## src/rtl/id_scoreboard.sv

```systemverilog
// Per-register hazard scoreboard beside ID: counts down the cycles until each
// pending result can be forwarded, and holds dependent instructions until then.
module id_scoreboard #(
  parameter int NREG     = 32,
  parameter int AW       = 5,
  parameter int CNT_W    = 3,
  parameter int LOAD_LAT = 1,
  parameter int MUL_LAT  = 2,
  parameter int PERF_W   = 16
) (
  input  logic              clk,
  input  logic              rst,
  input  logic              id_valid_i,
  input  logic              reg1_read_i,
  input  logic [AW-1:0]     reg1_addr_i,
  input  logic              reg2_read_i,
  input  logic [AW-1:0]     reg2_addr_i,
  input  logic              wreg_i,
  input  logic [AW-1:0]     wd_i,
  input  logic [1:0]        lat_class_i,
  input  logic              ext_stall_i,
  input  logic              flush_i,
  output logic              stall_req_o,
  output logic              issue_o,
  output logic [AW-1:0]     hazard_reg_o,
  output logic [NREG-1:0]   busy_o,
  output logic [PERF_W-1:0] stall_cnt_o
);

  logic [CNT_W-1:0]  cnt_q [NREG];
  logic [CNT_W-1:0]  cnt_d [NREG];
  logic [NREG-1:0]   busy_q;
  logic [NREG-1:0]   busy_d;
  logic [PERF_W-1:0] stall_cnt_q;
  logic [PERF_W-1:0] stall_cnt_d;
  logic              hz1;
  logic              hz2;
  logic              stall_s;
  logic              issue_s;
  logic              upd;
  logic [CNT_W-1:0]  wr_lat;
  logic [AW-1:0]     hazard_s;

  // Hazard lookup against the pre-issue table; register 0 is never consulted.
  always_comb begin
    hz1 = 1'b0;
    hz2 = 1'b0;
    for (int r = 1; r < NREG; r++) begin
      hz1 = hz1 | (reg1_read_i & (int'(reg1_addr_i) == r) & (cnt_q[r] != '0));
      hz2 = hz2 | (reg2_read_i & (int'(reg2_addr_i) == r) & (cnt_q[r] != '0));
    end
    stall_s = ~rst & id_valid_i & ~flush_i & (hz1 | hz2);
    issue_s = ~rst & id_valid_i & ~flush_i & ~ext_stall_i & ~stall_s;
    if (!stall_s) begin
      hazard_s = '0;
    end else if (hz1) begin
      hazard_s = reg1_addr_i;
    end else begin
      hazard_s = reg2_addr_i;
    end
  end

  // Table next state: an issuing writer overrides the countdown of its own entry.
  always_comb begin
    case (lat_class_i)
      2'd0:    wr_lat = '0;
      2'd1:    wr_lat = CNT_W'(LOAD_LAT);
      2'd2:    wr_lat = CNT_W'(MUL_LAT);
      2'd3:    wr_lat = CNT_W'(MUL_LAT);
      default: wr_lat = CNT_W'(MUL_LAT);
    endcase
    upd = issue_s & wreg_i & (wd_i != '0);
    for (int r = 0; r < NREG; r++) begin
      if (r == 0) begin
        cnt_d[r] = '0;
      end else if (upd && (int'(wd_i) == r)) begin
        cnt_d[r] = wr_lat;
      end else if (!ext_stall_i && (cnt_q[r] != '0)) begin
        cnt_d[r] = cnt_q[r] - CNT_W'(1);
      end else begin
        cnt_d[r] = cnt_q[r];
      end
      busy_d[r] = (cnt_d[r] != '0);
    end
    if (stall_s && !ext_stall_i && (stall_cnt_q != '1)) begin
      stall_cnt_d = stall_cnt_q + PERF_W'(1);
    end else begin
      stall_cnt_d = stall_cnt_q;
    end
  end

  // State registers; reset drops every pending hazard.
  always_ff @(posedge clk or posedge rst) begin
    if (rst) begin
      for (int r = 0; r < NREG; r++) begin
        cnt_q[r] <= '0;
      end
      busy_q      <= '0;
      stall_cnt_q <= '0;
    end else begin
      for (int r = 0; r < NREG; r++) begin
        cnt_q[r] <= cnt_d[r];
      end
      busy_q      <= busy_d;
      stall_cnt_q <= stall_cnt_d;
    end
  end

  assign stall_req_o  = stall_s;
  assign issue_o      = issue_s;
  assign hazard_reg_o = hazard_s;
  assign busy_o       = busy_q;
  assign stall_cnt_o  = stall_cnt_q;

endmodule
```

## config.mk

```make
export PLATFORM = sky130hd
export DESIGN_NAME = id_scoreboard
export DESIGN_NICKNAME = d
export VERILOG_FILES = /design/src/rtl/id_scoreboard.sv
export SDC_FILE = /design/constraint.sdc
export NUM_CORES = 1
export LEC_CHECK = 0
export BUFFER_PORTS_ARGS = -buffer_cell sky130_fd_sc_hd__clkbuf_2
export CORE_MARGIN = 4
export CORE_UTILIZATION = 33
export DETAILED_ROUTE_END_ITERATION = 8
export GPL_TIMING_DRIVEN = 0
export PLACE_DENSITY = 0.48
export REMOVE_ABC_BUFFERS = 1
export SETUP_SLACK_MARGIN = 0.3
export SLEW_MARGIN = 20
export SYNTH_ARGS = -nofsm -noshare
export SYNTH_HDL_FRONTEND = slang
export SYNTH_SLANG_ARGS = --single-unit
```

## constraint.sdc

```tcl
create_clock -name clk -period 21.4 [get_ports clk]
set_input_delay 4.28 -clock clk [delete_from_list [all_inputs] [get_ports clk]]
set_output_delay 4.28 -clock clk [all_outputs]
set_load 0.01 [all_outputs]
```

* After elaboration in Yosys (flattened, before gate mapping) *
Cells that the tools add are included.

word-level totals
  memory bits (writable) = 0
  memories kept = 0
  latch bits = 0
  ROM bits = 0
  register bits = 140
  word-level logic and storage cells = 553

operators by class
  eq/ne operators = 97
  multiplexer cells = 65
  bitwise gates (word level) = 196
  div/mod/pow operators = 0
  reductions and logical operators = 130
  $add $sub $neg = 32
  order comparisons = 0
  multiply operators = 0
  shift operators = 0

operator list
  kind                     count
  $eq A5 B5 Y1 const B     48
  $mux W3                  62
  $reduce_bool A3 Y1       62
  $and A1 B1 Y1            131
  $eq A5 B4 Y1 const B     24
  $sub A3 B1 Y3 const B    31
  $logic_and A1 B1 Y1      64
  $or A1 B1 Y1             61
  $eq A5 B3 Y1 const B     12
  $eq A5 B2 Y1 const B     6
  $add A16 B1 Y16 const B  1
  $ne A16 B16 Y1 const B   1
  $eq A5 B1 Y1 const B     3
  $mux W5                  2
  $pmux W3 S3              1
  $reduce_bool A5 Y1       1
  $eq A2 B2 Y1 const B     2
  $not A1 Y1               4
  $eq A2 B1 Y1 const B     1
  $logic_not A2 Y1         1
  $reduce_or A2 Y1         1
  $logic_not A1 Y1         1

* Depth between registers and ports, before layout *
Gate-level depths: netlist of run 1.

  depth in word-level cells = 42
  depth in mapped cells = 12
  mapped depth without buffers = 10

* Least setup slack after synthesis of run 1 *
Ideal clock, no wire load.

  kind = in2out
  start point = input rst
  end point = output hazard_reg_o[0]
  stages on the path = 4
  arrival time = 8512 ps
  path buffers = 0
  data required time = 17120 ps
  slack = 8608 ps
  cell sequence = inv_1 nand3_1 nand2b_1 a21oi_1

on the way
  longest elaborated chain between the ends = 5

RTL lines
  element                     RTL line  RTL
  from (decl)                 12        input logic rst,
  $not A1 Y1                  52        stall_s = ~rst & id_valid_i & ~flush_i & (hz1 | hz2);
  $and A1 B1 Y1 (3 in a row)  52
  $mux W5                     54        if (!stall_s) begin
  to (decl)                   25        output logic [AW-1:0] hazard_reg_o,

Every way passes these cells.

* Worst setup path after layout of run 1 *
  start point = input reg1_addr_i[2]
  end point = output hazard_reg_o[1]

on the way
  longest elaborated chain between the ends = 36
  elaborated cells on any way between the ends = 127
  those cells by class = eq/ne: 31; mux: 2; bitwise: 94

RTL lines
  element                                              RTL line  RTL
  from (decl)                                          15        input logic [AW-1:0] reg1_addr_i,
  $eq A5 B2 Y1 / $eq A5 B3 Y1 (equally long branches)  49        hz1 = hz1 | (reg1_read_i & (int'(reg1_addr_i) == r) & (cnt_q[r] != '0));
  $and A1 B1 Y1 (2 in a row)                           49
  $or A1 B1 Y1 (29 in a row)                           49
  $or A1 B1 Y1 (*)                                     49
  $or A1 B1 Y1                                         52
  $and A1 B1 Y1                                        52
  $mux W5 (*)                                          54

Mark *: on every way between the ends. The rest lies on a longest branch, timed or not.

==> metrics.md, run 1 <==
| Metric | Value |
|---|---|
| WP data arrival | `roughly 7.5 ns` |
| RSZ-0062 raised after global routing | `no` |
| Layout area overhead | `15.0%` |
| First-pass GRT wire length | `approximately 40,000 um` |
| Hold Crit Class | `reg2reg` |
| Top-count cell post-synth | `dfrtp_1` |
| Routed WL | `between 20,000 and 25,000 um` |
| Tcrit/Tclk final | `a little over half` |
| Startpoint Class | `input port` |
| Worst Hold Margin | `0.498 ns` |
| Syn Inst Count | `between 900 and 1k` |
| Layout Cells excl Fill | `1,447` |
| Final-report max-slew violation count | `0` |
| Pin count of the biggest net entering global routing | `slightly above 80` |
| Gpl congestion | `about 0.85` |
| Design Area, Final | `about 11,000 sq um` |
| Die area | `31,700 sq um` |
| Pre-CTS WS | `around 9.6 ns` |
| IO Pins | `80` |
| Die W | `between 150 and 200 um` |
| Status | `finished clean` |
| Initial DRC count | `451` |
| Commonest cells post-synth | `dfrtp_1 (140), nor2_1 (97), inv_1 (73), xnor2_1 (72), mux2i_1 (65)` |
| Layout Skew | `~0.010 ns` |
| Required time worst endpoint | `~17 ns` |
| Initial antenna violation count | `2` |
| # rows | `61` |
| Hold buffer count at cts | `0` |
| Worst setup EP type | `primary output` |
| Final hold vios | `0` |
| Avg Inst Size Synth | `roughly 9.7 sq um` |
| Flops & latches, synth | `140` |
| Core Util, Final | `slightly below 40%` |
| Post-synth EDFFs | `0` |
| Fillers | `~2.8k` |
| Fin Setup TNS | `0 ns` |
| Ys flop type | `dfrtp_1` |
| Post_cts resized | `0` |
| Fin crit period | `between 10 and 15 ns` |
| PwrDens | `about 130 nW/um^2` |
| Worst setup path end | `hazard_reg_o[1]` |
| Least-Margin Pin Slew | `around 1.1 ns` |
| Syn Std Cell Area | `about 9500 sq um` |
| CTS tree | `done` |
| Drt wl/cell | `between 15 and 20 um` |
| Overflow after GRT | `0` |
| Max_cap viols | `0` |
| Detailed placement HPWL | `approximately 18,000 um` |
| R2R Setup Slk | `17.31 ns` |
| Vias in the first global route | `just over 7k` |
| Fin nets | `~1.1k` |
| Post-route worst setup slack | `9.67 ns` |
| CP most frequent cell | `clkbuf_2` |
| Placed cells | `roughly 1.4k` |
| IO Port Bufs | `78` |
| CP max stage cell | `nand3_2` |
| Reg2reg end | `cnt_q[10]$_DFF_PP0_` |
| Post-CTS Setup Bufs | `0` |
| Leak | `4.72 nW` |
| Total CTS buffers | `17` |
| Reg2reg path depth | `10` |
| Async set-reset flop share out of synthesis | `100%` |
| Clk_lat worst skew | `between 0.4 and 0.5 ns` |
| Max clock buf depth | `2` |
| Crit Path Category | `in2out` |
| Root buf cell | `clkbuf_16` |
| Clk pin slew, worst setup/hold paths | `around 0.060 ns` |
| Placed cell area | `roughly 10,000 sq um` |
| # DRC | `0` |
| Vias post-DR | `between 7k and 8k` |
| Tot Pwr | `~1.4 mW` |
| Relative slew slack | `between 20% and 30%` |
| Yosys cell types | `slightly below 60` |
| Cell taking the most area after synthesis | `dfrtp_1` |
| Die Y | `178 um` |
| CTS sink cnt | `140` |
| Maximum vdd drop | `0.0526 mV` |
| DRT antenna net count | `0` |
| All-Layer GR Usage | `16.0%` |
| Register area share after synthesis | `36.7%` |
| Synth top area cells | `dfrtp_1 (37%), ha_1 (8.3%), mux2i_1 (6.8%), xnor2_1 (6.6%), nor2_1 (3.8%)` |
| Beginning of the critical path | `reg1_addr_i[2]` |
| Final setup viols | `0` |
| Fmax | `approximately 85 MHz` |
| Initial Util | `between 30% and 40%` |
| Share of cells above drive strength 1 | `between 15 and 20%` |
| Area fraction of the dominant cell type after synthesis | `a little under two fifths` |
| Crit Reg-Reg Startpoint | `cnt_q[9]$_DFF_PP0_` |
| YS warnings | `0` |
| Via density | `~5.1` |
| CTS H-tree lvls | `4` |
| Critical Path Fanout Max | `23` |
| CP cell instances | `clkbuf_2 > nand2_1 > a2111oi_0 > nor3_1 > a41oi_2 > nor2_4 > nand3_2 > nand2b_1 > a21oi_1 > clkbuf_2` |
| CORE AREA | `between 20,000 and 30,000 sq um` |
| Crit-path max cell delay | `0.68 ns` |
| DRT Pass-1 Iters | `4` |
[cells in the final DEF, fill, tap and decap left out, types with 3 or more instances in the layout]
master,n
dfrtp_1,140
nor2_1,95
clkbuf_2,78
inv_1,72
xnor2_1,72
mux2i_1,65
ha_1,63
nand2_1,62
a21oi_1,48
nand4_1,42
nor2b_1,30
xor2_1,25
nand3_1,24
nor3_1,24
mux2_2,21
o41ai_1,21
o22ai_1,18
clkbuf_16,17
and2_1,16
mux2_1,13
nor4_4,12
nand2b_1,9
nor3b_1,7
a31oi_1,6
o21ai_0,6
nand4b_1,5
a2111oi_0,5
o31a_1,5
nor4_2,4
or2_2,3
and4_1,3
nor4b_2,3
clkbuf_8,3
clkinv_4,3
bufinv_16,3
buf_16,3
[cells by family (layout without fill, tap and decap cells)]
logic type	after synthesis	count (layout)	synth area share (%)
xor+xnor	97	97	8.91
flops	140	140	36.7
compound gates	123	123	8.87
fa+ha+maj	63	63	8.27
simple gates	357	357	21.6
other cells	1	3	0.0393
mux	100	100	11.1
buf+inv	106	186	4.54
[cell type report]
class | count | area (sq um) | area share, %
Multi-Input combinational cell | 741 | 5610 | 51.2
Sequential cell | 140 | 3500 | 31.9
Timing Repair Buffer | 81 | 473 | 4.31
Tap cell | 378 | 473 | 4.31
Clock buffer | 20 | 467 | 4.26
Inverter | 75 | 289 | 2.64
Clock inverter | 10 | 141 | 1.29
Antenna cell | 2 | 5.00 | 0.0456
[metal layers]
layer	global-route usage, %	wire [um]	share of wire [%]
met1	21.9	11800	48
met2	25.5	11200	46
met3	3.62	1060	4.3
met4	4.38	398	1.6
met5	0	0	0
[how the worst min path moves through the flow]
stage / endpoint / depth (start not counted) / slack, ns / start
after floorplan: stall_cnt_o[11]$_DFFE_PP0P_ / 1 / 0.51 / stall_cnt_o[11]$_DFFE_PP0P_
after global placement: stall_cnt_o[11]$_DFFE_PP0P_ / 1 / 0.47 / stall_cnt_o[11]$_DFFE_PP0P_
after detailed placement: stall_cnt_o[9]$_DFFE_PP0P_ / 1 / 0.49 / stall_cnt_o[9]$_DFFE_PP0P_
after CTS: stall_cnt_o[10]$_DFFE_PP0P_ / 1 / 0.50 / stall_cnt_o[10]$_DFFE_PP0P_
after global routing: stall_cnt_o[9]$_DFFE_PP0P_ / 1 / 0.52 / stall_cnt_o[9]$_DFFE_PP0P_
final: stall_cnt_o[10]$_DFFE_PP0P_ / 1 / 0.50 / stall_cnt_o[10]$_DFFE_PP0P_
[worst max-delay path, delay by kind of cell]
family	cells	cell delay, ns
buffers and inverters	2	0.45
AND/OR/NAND/NOR	5	1.45
AO/OA/AOI/OAI	3	1.24
[power by group]
group          switching (mW)  total (mW)  leakage, nW  internal [mW]
Sequential              0.110       0.491         1.59          0.381
Clock                   0.119       0.311        0.294          0.192
Combinational           0.313       0.601         2.84          0.288
Total                   0.542        1.40         4.72          0.861
[sequential cells by signal (all words and copies together) (netlist names)]
| signal | cells |
|---|---|
| cnt_q | 93 |
| busy_o | 31 |
| stall_cnt_o | 16 |
(Power assumes the default switching activity.)
==> run 2: changes to the inputs <==
--- a/config.mk
+++ b/config.mk
@@ -10,7 +10,7 @@
 export CORE_UTILIZATION = 33
 export DETAILED_ROUTE_END_ITERATION = 8
 export GPL_TIMING_DRIVEN = 0
-export PLACE_DENSITY = 0.48
+export PLACE_DENSITY = 0.5
 export REMOVE_ABC_BUFFERS = 1
 export SETUP_SLACK_MARGIN = 0.3
 export SLEW_MARGIN = 20
==> constraint.sdc (replaced) <==
create_clock -name clk -period 10.54 [get_ports clk]
set_input_delay 2.108 -clock clk [delete_from_list [all_inputs] [get_ports clk]]
set_output_delay 2.108 -clock clk [all_outputs]
set_load 0.01 [all_outputs]
==> run 2 against run 1 <==
Effect of this change: count of clock-buffer cells in the layout rose by 2; critical path depth did not move; via count fell by 0.27%; worst setup slack got worse by 6.4 ns; cell area rose by 0.19%; combinational power rose by 100%; sequential share of layout area fell by 0.062 points; non-clock buffer count did not move; critical endpoint unchanged; largest cell class unchanged; highest routed layer unchanged.
==> metrics.md, run 2 (same netlist as run 1, synthesis figures left out) <==
| Metric | Value |
|---|---|
| Status | `finished clean` |
| Startpoint Class | `input port` |
| Share of cells above drive strength 1 | `15.5% (-0.12 points)` |
| Layout Cells excl Fill | `1,450 (+0.21%)` |
| PwrDens | `261 nW/um^2 (+100%)` |
| Die W | `178 um (unchanged)` |
| Max_cap viols | `0 (unchanged)` |
| DRT Pass-1 Iters | `5 (+1)` |
| Post-route worst setup slack | `3.27 ns (-6.40 ns)` |
| CP most frequent cell | `clkbuf_2` |
| Clk pin slew, worst setup/hold paths | `0.06 ns (about the same)` |
| Layout area overhead | `15.2%` |
| Pin count of the biggest net entering global routing | `85 (+4.9%)` |
| Leading cell type in the layout, fill and taps excluded | `dfrtp_1` |
| Maximum vdd drop | `0.104 mV (+98%)` |
| Fmax | `138 MHz` |
| CP max stage cell | `nand3_2` |
| Least-Margin Pin Slew | `1.07 ns (-0.0262 ns)` |
| Register Area | `3500 sq um (unchanged)` |
| Relative slew slack | `28.4% (+1.7 points)` |
| All-Layer GR Usage | `16.0% (-0.041 points)` |
| First-pass GRT wire length | `39,700 um (-0.19%)` |
| Clk_lat worst skew | `0.42 ns (about the same)` |
| Multi-input gate area | `5610 sq um (unchanged)` |
| CTS H-tree lvls | `4 (unchanged)` |
| IO Pins | `80 (unchanged)` |
| IO Port Bufs | `78 (unchanged)` |
| Initial DRC count | `533 (+18%)` |
| Core Util, Final | `39.0% (+0.076 points)` |
| DRT antenna net count | `0 (unchanged)` |
| Via density | `5.05 (-0.48%)` |
| Pre-CTS WS | `3.29 ns (-6.34 ns)` |
| Vias post-DR | `7,327 (-0.27%)` |
| Tcrit/Tclk final | `about 69%` |
| RSZ-0062 raised after global routing | `no` |
| CTS sink cnt | `140 (unchanged)` |
| Final-report max-slew violation count | `0 (unchanged)` |
| Crit-path max cell delay | `0.73 ns (+0.05 ns)` |
| CORE AREA | `28,200 sq um (unchanged)` |
| Vias in the first global route | `7,296 (+0.45%)` |
| Most flop-heavy register | `cnt_q` |
| Crit Path Category | `in2out` |
| Max reg flops | `93 (unchanged)` |
| Post_cts resized | `0 (unchanged)` |
| Routed WL | `24,500 um (-0.14%)` |
| Root buf cell | `clkbuf_16` |
| # DRC | `0 (unchanged)` |
| Tot Pwr | `2.87 mW (+100%)` |
| Initial Util | `33.9% (unchanged)` |
| Hold Crit Class | `reg2reg` |
| Layout Skew | `0.0102 ns (+0.0000269 ns)` |
| CP cell instances | `clkbuf_2 > nor3b_1 > a2111oi_0 > nor3_1 > a41oi_2 > nor2_4 > nand3_2 > nand2b_1 > a21oi_1 > clkbuf_2` |
| # rows | `61 (unchanged)` |
| Post-CTS Setup Bufs | `0 (unchanged)` |
| Drt wl/cell | `16.9 um (-0.35%)` |
| Fin crit period | `7.27 ns` |
| Leak | `4.72 nW (+0.14%)` |
| Placed cells | `1,415 (unchanged)` |
| Die Y | `178 um (unchanged)` |
| Fin Setup TNS | `0 ns (unchanged)` |
| Most frequent cells in the layout | `dfrtp_1 (140), nor2_1 (95), clkbuf_2 (78), inv_1 (72), xnor2_1 (72)` |
| Gpl congestion | `0.878 (+2.8%)` |
| Hold buffer count at cts | `0 (unchanged)` |
| Required time worst endpoint | `8.43 ns (-8.69 ns)` |
| Fillers | `2,790 (+0.47%)` |
| Fin nets | `1,144 (unchanged)` |
| Final hold vios | `0 (unchanged)` |
| WP data arrival | `5.16 ns (-2.29 ns)` |
| Initial antenna violation count | `2 (unchanged)` |
| CTS tree | `done` |
| Overflow after GRT | `0 (unchanged)` |
| Critical Path Fanout Max | `23 (unchanged)` |
| Detailed placement HPWL | `17,600 um (-0.10%)` |
| Die area | `31,700 sq um (unchanged)` |
| Total CTS buffers | `17 (unchanged)` |
| Final setup viols | `0 (unchanged)` |
| Worst setup EP type | `primary output` |
| Max clock buf depth | `2 (unchanged)` |
## run 2: cell count changes in the layout (fill, tap and decap cells not counted), sizes merged
| cell | before | now |
|---|---|---|
| diode | 2 | 3 |
| bufinv | 3 | 4 |
| clkbuf | 98 | 100 |
| inv | 74 | 75 |
| clkinv | 6 | 4 |
## run 2: cell type report
cell class | count | area share, %
timing repair buffer | 81 | 4.30
antenna | 3 | 0.0683
multi-input combinational | 741 | 51.1
tap | 378 | 4.30
sequential | 140 | 31.9
clock buffer | 22 | 4.23
inverter | 75 | 2.63
clock inverter | 10 | 1.48
## run 2: stage by stage
stage | area (sq um) | hold slack, ns
2_1_floorplan | 9390 | 0.515
3_3_place_gp | 10200 | 0.489
3_5_place_dp | 10400 | 0.488
4_1_cts | 11000 | 0.506
5_1_grt | 11000 | 0.515
6_report | 11000 | 0.499
## run 2: final timing paths
path / startpoint / end / slack [ns] / cells past startpoint
min in group asynchronous: rst / busy_o[31]$_DFF_PP0_ / 1.71 / 2
worst min register to register: stall_cnt_o[11]$_DFFE_PP0P_ / stall_cnt_o[11]$_DFFE_PP0P_ / 0.50 / 1
worst max-delay path: reg1_addr_i[1] / hazard_reg_o[1] / 3.27 / 10
worst min-delay path: stall_cnt_o[11]$_DFFE_PP0P_ / stall_cnt_o[11]$_DFFE_PP0P_ / 0.50 / 1
max in group asynchronous: rst / cnt_q[70]$_DFF_PP0_ / 8.05 / 3
worst max register to register: cnt_q[51]$_DFF_PP0_ / cnt_q[28]$_DFF_PP0_ / 6.46 / 10
## run 2: report_power, final
group          switching [mW]  internal [mW]  total (mW)
clock network           0.242          0.410       0.652
logic                   0.637          0.586        1.22
registers               0.222          0.774       0.996
total                    1.10           1.77        2.87
## run 2: per-layer routing
metal	up-vias	part of all wire, %	track usage [%]
met5	-	0	0
met4	0	1.7	4.06
met3	21	4.5	3.86
met2	137	46	25.5
met1	3546	48	21.8
li1	3623	-	-
## run 2: worst max-delay path, delay by kind of cell
family,cells,cell delay [ns]
AO/OA/AOI/OAI,3,0.49
buffers and inverters,2,0.41
AND/OR/NAND/NOR,5,2.13
